File: src/rtl/unidade_controle.sv
// rtl/unidade_controle.sv - multicycle control unit driving the ULA from a 16x8 register bank
// Optional feature: define BRANCH_ZERO_EN to enable the zero flag and the BZ instruction (opcode 1110).
module unidade_controle #(
  parameter int LARGURA_DADO = 8,
  parameter int LARGURA_PC   = 8
) (
  input  logic                    clock,
  input  logic                    reset,
  input  logic                    iniciar,
  output logic [LARGURA_PC-1:0]   instr_endereco,
  input  logic [15:0]             instr_dado,
  input  logic                    instr_valido,
  output logic [LARGURA_DADO-1:0] regA,
  output logic [LARGURA_DADO-1:0] regB,
  output logic [3:0]              opcode,
  output logic [3:0]              endereco,
  output logic                    enable,
  input  logic [LARGURA_DADO-1:0] saidaULA,
  output logic [3:0]              dado_endereco,
  output logic [LARGURA_DADO-1:0] dado_saida,
  output logic                    dado_escrita,
  output logic                    ocupado,
  output logic                    parado
);

  localparam logic [3:0] OP_STORE = 4'b1100;
  localparam logic [3:0] OP_LOADI = 4'b1101;
  localparam logic [3:0] OP_BZ    = 4'b1110;
  localparam logic [3:0] OP_HALT  = 4'b1111;

  typedef enum logic [2:0] {
    OCIOSO, BUSCA, ESPERA, DECODIFICA, EXECUTA, ESCREVE, PARADO
  } estado_t;

  estado_t                 estado, proximo;
  logic [LARGURA_PC-1:0]   pc;
  logic [15:0]             ir;
  logic [LARGURA_DADO-1:0] banco [16];
  logic [LARGURA_DADO-1:0] op_a, op_b;
  logic [3:0]              op_code, op_dst;
  logic                    eh_ula;
`ifdef BRANCH_ZERO_EN
  logic [7:0]              flag_zero;
`endif

  assign eh_ula = (op_code < OP_STORE);

  always_comb begin
    proximo = estado;
    case (estado)
      OCIOSO, PARADO: if (iniciar) proximo = BUSCA;
      BUSCA:          proximo = ESPERA;
      ESPERA:         if (instr_valido) proximo = DECODIFICA;
      DECODIFICA:     proximo = EXECUTA;
      EXECUTA:        proximo = (op_code == OP_HALT) ? PARADO : ESCREVE;
      ESCREVE:        proximo = BUSCA;
      default:        proximo = OCIOSO;
    endcase
  end

  // Operands are registered in DECODIFICA, so a write to a source register uses the old value.
  always_ff @(posedge clock) begin
    if (reset) begin
      estado  <= OCIOSO;
      pc      <= '0;
      ir      <= '0;
      op_a    <= '0;
      op_b    <= '0;
      op_code <= '0;
      op_dst  <= '0;
      for (int i = 0; i < 16; i++) banco[i] <= '0;
`ifdef BRANCH_ZERO_EN
      flag_zero <= '0;
`endif
    end else begin
      estado <= proximo;
      case (estado)
        OCIOSO, PARADO: if (iniciar) pc <= '0;
        ESPERA:         if (instr_valido) ir <= instr_dado;
        DECODIFICA: begin
          op_code <= ir[15:12];
          op_dst  <= ir[11:8];
          op_a    <= banco[ir[7:4]];
          op_b    <= banco[ir[3:0]];
        end
        ESCREVE: begin
          pc <= pc + LARGURA_PC'(1);
          if (eh_ula) begin
            banco[op_dst] <= saidaULA;
`ifdef BRANCH_ZERO_EN
            flag_zero <= {7'b0, (saidaULA == '0)};
`endif
          end else if (op_code == OP_LOADI) begin
            banco[op_dst] <= LARGURA_DADO'(ir[7:0]);
          end
`ifdef BRANCH_ZERO_EN
          else if (op_code == OP_BZ && flag_zero != '0) begin
            pc <= LARGURA_PC'(ir[7:0]);
          end
`endif
        end
        default: ;
      endcase
    end
  end

  assign instr_endereco = pc;
  assign regA           = op_a;
  assign regB           = op_b;
  assign opcode         = op_code;
  assign endereco       = op_dst;
  assign enable         = (estado == EXECUTA) && eh_ula;
  assign dado_escrita   = (estado == EXECUTA) && (op_code == OP_STORE);
  assign dado_endereco  = op_dst;
  assign dado_saida     = op_a;
  assign ocupado        = (estado != OCIOSO) && (estado != PARADO);
  assign parado         = (estado == PARADO);

endmodule
File: config.mk
export PLATFORM = sky130hd
export DESIGN_NAME = unidade_controle
export DESIGN_NICKNAME = d
export VERILOG_FILES = /design/src/rtl/unidade_controle.sv
export SDC_FILE = /design/constraint.sdc
export NUM_CORES = 1
export LEC_CHECK = 0
export BUFFER_PORTS_ARGS = -buffer_cell sky130_fd_sc_hd__buf_2
export CORE_ASPECT_RATIO = 0.75
export CORE_MARGIN = 5
export CORE_UTILIZATION = 64
export DETAILED_ROUTE_END_ITERATION = 16
export GPL_TIMING_DRIVEN = 0
export PLACE_DENSITY = 0.88
export SKIP_CTS_REPAIR_TIMING = 1
export SLEW_MARGIN = 10
export SYNTH_ARGS = -nofsm -noshare
export SYNTH_HDL_FRONTEND = slang
export SYNTH_SLANG_ARGS = --single-unit
File: constraint.sdc
create_clock -name clock -period 6.9 [get_ports clock]
set_clock_uncertainty 0.15 [all_clocks]
set_input_delay 0.69 -clock clock [delete_from_list [all_inputs] [get_ports clock]]
set_output_delay 0.69 -clock clock [all_outputs]
set_load 0.005 [all_outputs]
==> flow_metrics.py, run 1 <==
metrics = {
    "run_status": {
        "status": "completed",
    },
    "power_and_ir_drop": {
        "ir_drop_mv": 0.297,
        "p_sw_uw": 638,
        "seq_power_share_pct": 48.8,
        "pwr_density_cell_nw_per_um2": 251,
        "p_int_uw": 1850,
        "power_frac_clock_pct": 38.1,
        "switching_share_pct": 25.6,
        "power_frac_comb_pct": 13.1,
        "power.leakage_uw": 0.00348,
    },
    "drt": {
        "met3_length_um": 3960,
        "drt-met1-wl_um": 8790,
        "drc_errors": 0,
        "vias_per_cell": 6.75,
        "drt_wl_total_um": 24900,
        "drt_iter0_drc": 1140,
        "wire_per_inst_um": 25.5,
        "via_count": 6594,
        "firstDrtPassIters": 6,
        "top_layer": "met4",
        "route.met2.wl_um": 11400,
        "drt.antenna.violating_nets": 0,
    },
    "grt": {
        "grt_usage_pct": 31.4,
        "grt_pass1_vias": 6409,
        "grt-ovfl-total": 0,
        "antenna_found_initial": 0,
        "grt_max_degree": 17,
        "grt_pass1_wl_um": 38000,
    },
    "floorplanning": {
        "core_area_sq_um": 13600,
        "initial_core_util_pct": 64.5,
        "dieArea_sq_um": 16100,
        "row_count": 37,
        "fp.dieW_um": 145,
        "io_pins": 76,
        "die_h_um": 111,
    },
    "worst_setup_path": {
        "regToRegEndpoint": "banco[13][3]",
        "cp_max_fo": 9,
        "cp.arrival_ns": 3.44,
        "startpoint": "reset",
        "cp.required_ns": 6.83,
        "critPathLaunchType": "primary input",
        "crit_type": "primary input to register",
        "r2r_setup_slack_ns": 3.44,
        "r2r-start": "estado[0]",
        "crit_path_end": "banco[13][3]",
        "endpoint_kind": "register",
        "r2r_cells": 5,
    },
    "synthesis": {
        "yosysMostFrequentCell": "nor2_1",
        "syn-mean-instance-area_sq_um": 12.6,
        "yosysWarnings": 0,
        "yosysSeqAreaShare_pct": 55.6,
        "synth_fp_nets": 725,
        "synth_edf_count": 128,
        "ys_types": 43,
        "yosysTopAreaCell": "edfxtp_1",
        "ys.flop_type": "edfxtp_1",
        "ys_ff_latch": 179,
        "synth.area.top_cells": "edfxtp_1, mux4_2, dfxtp_1",
        "async_flop_share_pct": 0,
        "synth_top_area_share_pct": 43.9,
        "ys_top_cells_by_count": "nor2_1, edfxtp_1, nand2_1",
        "synth_area_sq_um": 8750,
        "synth_cells": 696,
    },
    "cts": {
        "numCtsBuffers": 17,
        "cts_tree": "done",
        "clock_latency_ns": 0.44,
        "clk_pin_slew_ns": 0.07,
        "clockBufferDepth": 2,
        "cts_sinks": 179,
        "cts-root-buf": "clkbuf_16",
        "h-tree-depth": 4,
    },
    "sta": {
        "final_hold_viol_count": 0,
        "tns_ns": 0,
        "setup_ws_ns": 3.39,
        "grt_setup_unrepaired": "false",
        "post-route-min-period_ns": 3.51,
        "tightest_slew_ns": 1.29,
        "slew_headroom_pct": 14.1,
        "setup_viol": 0,
        "finalCritPeriodShare_pct": 50.9,
        "whs_ns": 0.312,
        "fmax_ghz": 0.285,
        "slew_violations": 0,
    },
    "place": {
        "place.gp.congestion": 0.946,
        "place_ws_ns": 3.06,
        "portBuffers": 74,
        "dp_hpwl_um": 17900,
    },
    "cells_and_area": {
        "area_growth_pct": 13.2,
        "fillers": 886,
        "multi_input_area_sq_um": 3570,
        "drive_above_1_share_pct": 23.9,
        "regArea_sq_um": 4860,
        "fin_nets": 818,
        "antennaDiodeCount": 0,
    },
    "worst_hold_path": {
        "hold_path_class": "register to register",
        "whs_path_depth": 2,
    },
    "job": {
        "max-cap-violations": 0,
    },
}
through the flow:
step	power [uW]	utilization, %	std cells	instance area, sq um
2_1_floorplan	1440	-	696	8750
3_3_place_gp	1530	68.9	945	9340
3_5_place_dp	1550	68.9	945	9340
4_1_cts	2480	73.1	977	9910
5_1_grt	2570	73.1	977	9910
6_report	2490	73.1	977	9910
logic make-up after synthesis:
group                      share of synthesized area, %
DFF                                                55.6
muxes                                              21.2
adders and majority gates                         0.143
xor gates and xnor gates                          0.300
and+or+nand+nor                                    14.2
buffers and inverters                              3.65
AOI/OAI and AO/OA                                  4.99
state kept, by name, summed over array words and instances, names as in the netlist:
signal	count
banco	128
ir	16
dado_saida	8
instr_endereco	8
regB	8
dado_endereco	4
opcode	4
estado	3
placed cells by master, fill, tap and decap left out, drive strengths merged, types with 4 or more instances in the layout:
cell type and instances:
nor2 139, nand2 68, mux4 64, and3 4
dfxtp 51, o221ai 14, a21oi 30, nand2b 19
clkinv 5, nand3b 18, edfxtp 128, or3 4
clkinvlp 5, nand3 6, nor2b 4, mux2i 40
o21ai 4, a2111oi 6, clkbuf 60, inv 6
buf 98
worst max-delay path: stages:
cell and delay, ns:
clkbuf_1 0.18, nand4bb_4 0.37, a2111oi_1 1.06, nand3_1 0.58, nand2b_1 0.56
worst min-delay path by stage:
| stage | from | slack [ns] | end |
|---|---|---|---|
| after CTS | ir[9] | 0.31 | dado_endereco[1] |
| after detailed placement | ir[9] | 0.30 | dado_endereco[1] |
| after global placement | ir[9] | 0.29 | dado_endereco[1] |
| after floorplan | ir[13] | 0.28 | opcode[1] |
| final | ir[10] | 0.31 | dado_endereco[2] |
| after global routing | ir[8] | 0.32 | ir[8] |
power by group through the flow:
stage | Clock [uW] | Combinational [uW] | Sequential [uW]
2_1_floorplan | 0 | 213 | 1230
3_3_place_gp | 0 | 301 | 1230
3_5_place_dp | 0 | 310 | 1240
4_1_cts | 948 | 316 | 1210
5_1_grt | 1010 | 341 | 1220
6_report | 949 | 325 | 1210
per-layer routing:
metal / vias to the layer above / GRT usage (%)
li1: 2763 / -
met5: - / 0
met2: 600 / 47.1
met1: 3161 / 44.1
met3: 70 / 9.56
met4: 0 / 10.7
final cells by class:
cell class                      instances  share of cell area, %
Inverter                                5                  0.189
Sequential cell                       179                   49.1
Timing Repair Buffer                   74                   3.74
Clock buffer                           19                   4.37
Multi-Input combinational cell        447                   36.0
Clock inverter                         13                   1.38
Buffer                                 65                   3.03
Tap cell                              175                   2.21
Power figures use the tool's default switching activity.
==> inputs of run 2 (changes only) <==
- ABC_AREA: not set -> 1
- CORE_UTILIZATION: 64 -> 55
- PLACE_DENSITY: 0.88 -> 0.8
- clock period: 6.9 -> 3.2 ns (I/O delays scaled with it)
==> flow_metrics.py, run 2 <==
metrics = {
    "sta": {
        "slew_violations": 0,
        "slew_headroom_pct": 36.4,
        "setup_ws_ns": 0.352,
        "fmax_ghz": 0.351,
        "final_hold_viol_count": 2,
        "grt_setup_unrepaired": "false",
        "whs_ns": -0.00823,
        "post-route-min-period_ns": 2.85,
        "finalCritPeriodShare_pct": 89.0,
        "tns_ns": 0,
        "tightest_slew_ns": 0.954,
        "setup_viol": 0,
    },
    "cells_and_area": {
        "largest_reg_flops": 128,
        "drive_above_1_share_pct": 12.0,
        "antennaDiodeCount": 0,
        "reg_top3": "banco (128), ir (16)",
        "instances_no_fill": 1652,
        "fin_nets": 1426,
        "fin_area_sq_um": 11100,
        "max_flop_register": "banco",
        "layout_commonest_cell": "nand2_1",
        "area_growth_pct": 13.0,
        "final_cell_mix": "nand2_1, nand3_1, nor2_1, inv_1, edfxtp_1",
    },
    "power_and_ir_drop": {
        "power.leakage_uw": 0.00513,
        "power_frac_comb_pct": 30.6,
        "p_sw_uw": 2720,
        "p_int_uw": 4300,
        "finalPower_uw": 7020,
        "power_frac_clock_pct": 30.3,
        "seq_power_share_pct": 39.1,
        "switching_share_pct": 38.7,
        "ir_drop_mv": 0.336,
        "pwr_density_cell_nw_per_um2": 631,
    },
    "drt": {
        "drt_iter0_drc": 1693,
        "vias_per_cell": 5.75,
        "wire_per_inst_um": 22.3,
        "drt_wl_total_um": 36900,
        "drc_errors": 0,
        "via_count": 9491,
        "drt.antenna.violating_nets": 0,
        "firstDrtPassIters": 10,
    },
    "synthesis": {
        "syn-mean-instance-area_sq_um": 7.55,
        "synth_cells": 1303,
        "yosysTopAreaCell": "edfxtp_1",
        "yosysMostFrequentCell": "nand2_1",
        "ys_top_cells_by_count": "nand2_1, nand3_1, nor2_1",
        "synth.area.top_cells": "edfxtp_1, nand3_1, nand2_1",
        "synth_fp_nets": 1332,
        "ys.flop_type": "edfxtp_1",
        "yosysSeqAreaShare_pct": 49.4,
        "ys_ff_latch": 179,
        "synth_area_sq_um": 9840,
        "synth_top_area_share_pct": 39.1,
        "yosysWarnings": 0,
        "ys_types": 32,
        "async_flop_share_pct": 0,
        "synth_edf_count": 128,
    },
    "cts": {
        "clockBufferDepth": 2,
        "clock_latency_ns": 0.44,
        "cts-root-buf": "clkbuf_16",
        "cts_sinks": 179,
        "numCtsBuffers": 17,
        "h-tree-depth": 4,
        "clk_pin_slew_ns": 0.08,
        "cts_tree": "done",
    },
    "worst_setup_path": {
        "cp.required_ns": 3.39,
        "r2r-start": "ir[1]",
        "cp_max_fo": 10,
        "r2r_setup_slack_ns": 0.35,
        "slowest_stage": "clkinv_1",
        "crit_buf_inv": 4,
        "endpoint_kind": "register",
        "cp_common_cell": "nand3_1",
        "critPathMaxStageDelay_ns": 0.49,
        "critical_path.cell_chain": "clkbuf_1, clkinv_1, clkbuf_1, nand3_1, nand3_1, nand3_1, nand3_1, nand2_1, inv_1",
        "regToRegEndpoint": "regB[4]",
        "cp.arrival_ns": 3.03,
        "critPathLaunchType": "register",
        "cp_top_family": "buffers and inverters",
        "r2r_cells": 9,
        "crit_type": "register to register",
    },
    "floorplanning": {
        "row_count": 42,
        "io_pins": 76,
        "dieArea_sq_um": 20700,
        "initial_core_util_pct": 55.9,
        "core_area_sq_um": 17600,
        "fp.dieW_um": 164,
        "die_h_um": 126,
    },
    "place": {
        "dp.cells": 1619,
        "place_area_sq_um": 10500,
        "place_ws_ns": 0.550,
        "portBuffers": 74,
        "place.gp.congestion": 1.03,
        "dp_hpwl_um": 27000,
    },
    "grt": {
        "grt_pass1_vias": 8560,
        "antenna_found_initial": 0,
        "grt_max_degree": 20,
        "grt-ovfl-total": 0,
        "grt_usage_pct": 36.0,
        "grt_pass1_wl_um": 54200,
    },
    "run_status": {
        "status": "complete, but fails checks",
        "violations": "hold timing",
    },
    "job": {
        "max-cap-violations": 0,
    },
    "worst_hold_path": {
        "worstHoldStart": "instr_dado[9]",
        "whs_path_depth": 3,
        "hold_path_class": "primary input to register",
        "whs_endpoint": "ir[9]",
    },
}
run 2: cell count changes after synthesis, moves of 14 or more:
cell / previous run / this run
nand3b_1: 18 / 0
o221ai_1: 14 / 0
nand2_1: 68 / 325
nor2_1: 139 / 198
mux2i_1: 40 / 0
mux4_2: 64 / 0
o21ai_0: 4 / 29
nand3_1: 6 / 247
nor2_2: 0 / 15
inv_1: 4 / 164
nand2b_1: 19 / 0
run 2: worst max-delay path by stage:
stage                         start           end  slack, ns  cells after the start
after detailed placement      ir[1]       regB[4]       0.55                      9
after global placement        ir[1]       regB[4]       0.52                      9
after floorplan           opcode[2]  banco[12][0]       1.21                      7
after global routing          ir[1]       regB[4]       0.31                      9
after CTS                     ir[1]       regB[4]       0.54                      9
final                         ir[1]       regB[4]       0.35                      9
run 2: area by class of cell:
| cell class | instances | area, sq um |
|---|---|---|
| Fill cell | 1582 | 6490 |
| Clock buffer | 18 | 429 |
| Sequential cell | 179 | 4860 |
| Inverter | 174 | 656 |
| Tap cell | 242 | 303 |
| Timing Repair Buffer | 75 | 380 |
| Multi-Input combinational cell | 866 | 3860 |
| Buffer | 84 | 458 |
| Clock inverter | 14 | 166 |
run 2: worst min-delay path: cells and delay by family:
family	cells	cell delay [ns]
buffers and inverters	1	0.08
and+or+nand+nor	1	0.08
AOI/OAI and AO/OA	1	0.07
run 2: logic make-up (layout without fill, tap and decap cells):
logic type,after synthesis,count (layout),synth area share (%)
XOR/XNOR,1,1,0.0890
adder cells (fa/ha/maj),1,1,0.127
buffers and inverters,258,365,11.3
AO/OA/AOI/OAI,58,58,3.92
flip-flops,179,179,49.4
AND/OR/NAND/NOR,806,806,35.1
run 2: through the flow:
stage | hold slack [ns] | utilization, %
4_1_cts | -0.0253 | 63.1
6_report | -0.00823 | 63.1
5_1_grt | 0.0175 | 63.1
3_5_place_dp | 0.318 | 59.7
3_3_place_gp | 0.312 | 59.7
2_1_floorplan | 0.300 | -
run 2: per-layer routing:
| metal | wire length, um | vias to the layer above | GRT usage (%) |
|---|---|---|---|
| met5 | 0 | - | 0 |
| met4 | 1090 | 0 | 8.85 |
| met3 | 6460 | 88 | 16.1 |
| met2 | 14400 | 693 | 47.3 |
| met1 | 14900 | 4391 | 53.9 |
| li1 | - | 4319 | - |
run 2: power groups by stage:
stage | Clock (uW) | Sequential [uW] | Combinational (uW)
floorplan | 0 | 2770 | 1260
global placement | 0 | 2790 | 2040
detailed placement | 0 | 2790 | 2030
CTS | 2110 | 2740 | 2050
global route | 2240 | 2760 | 2290
finish | 2120 | 2740 | 2150
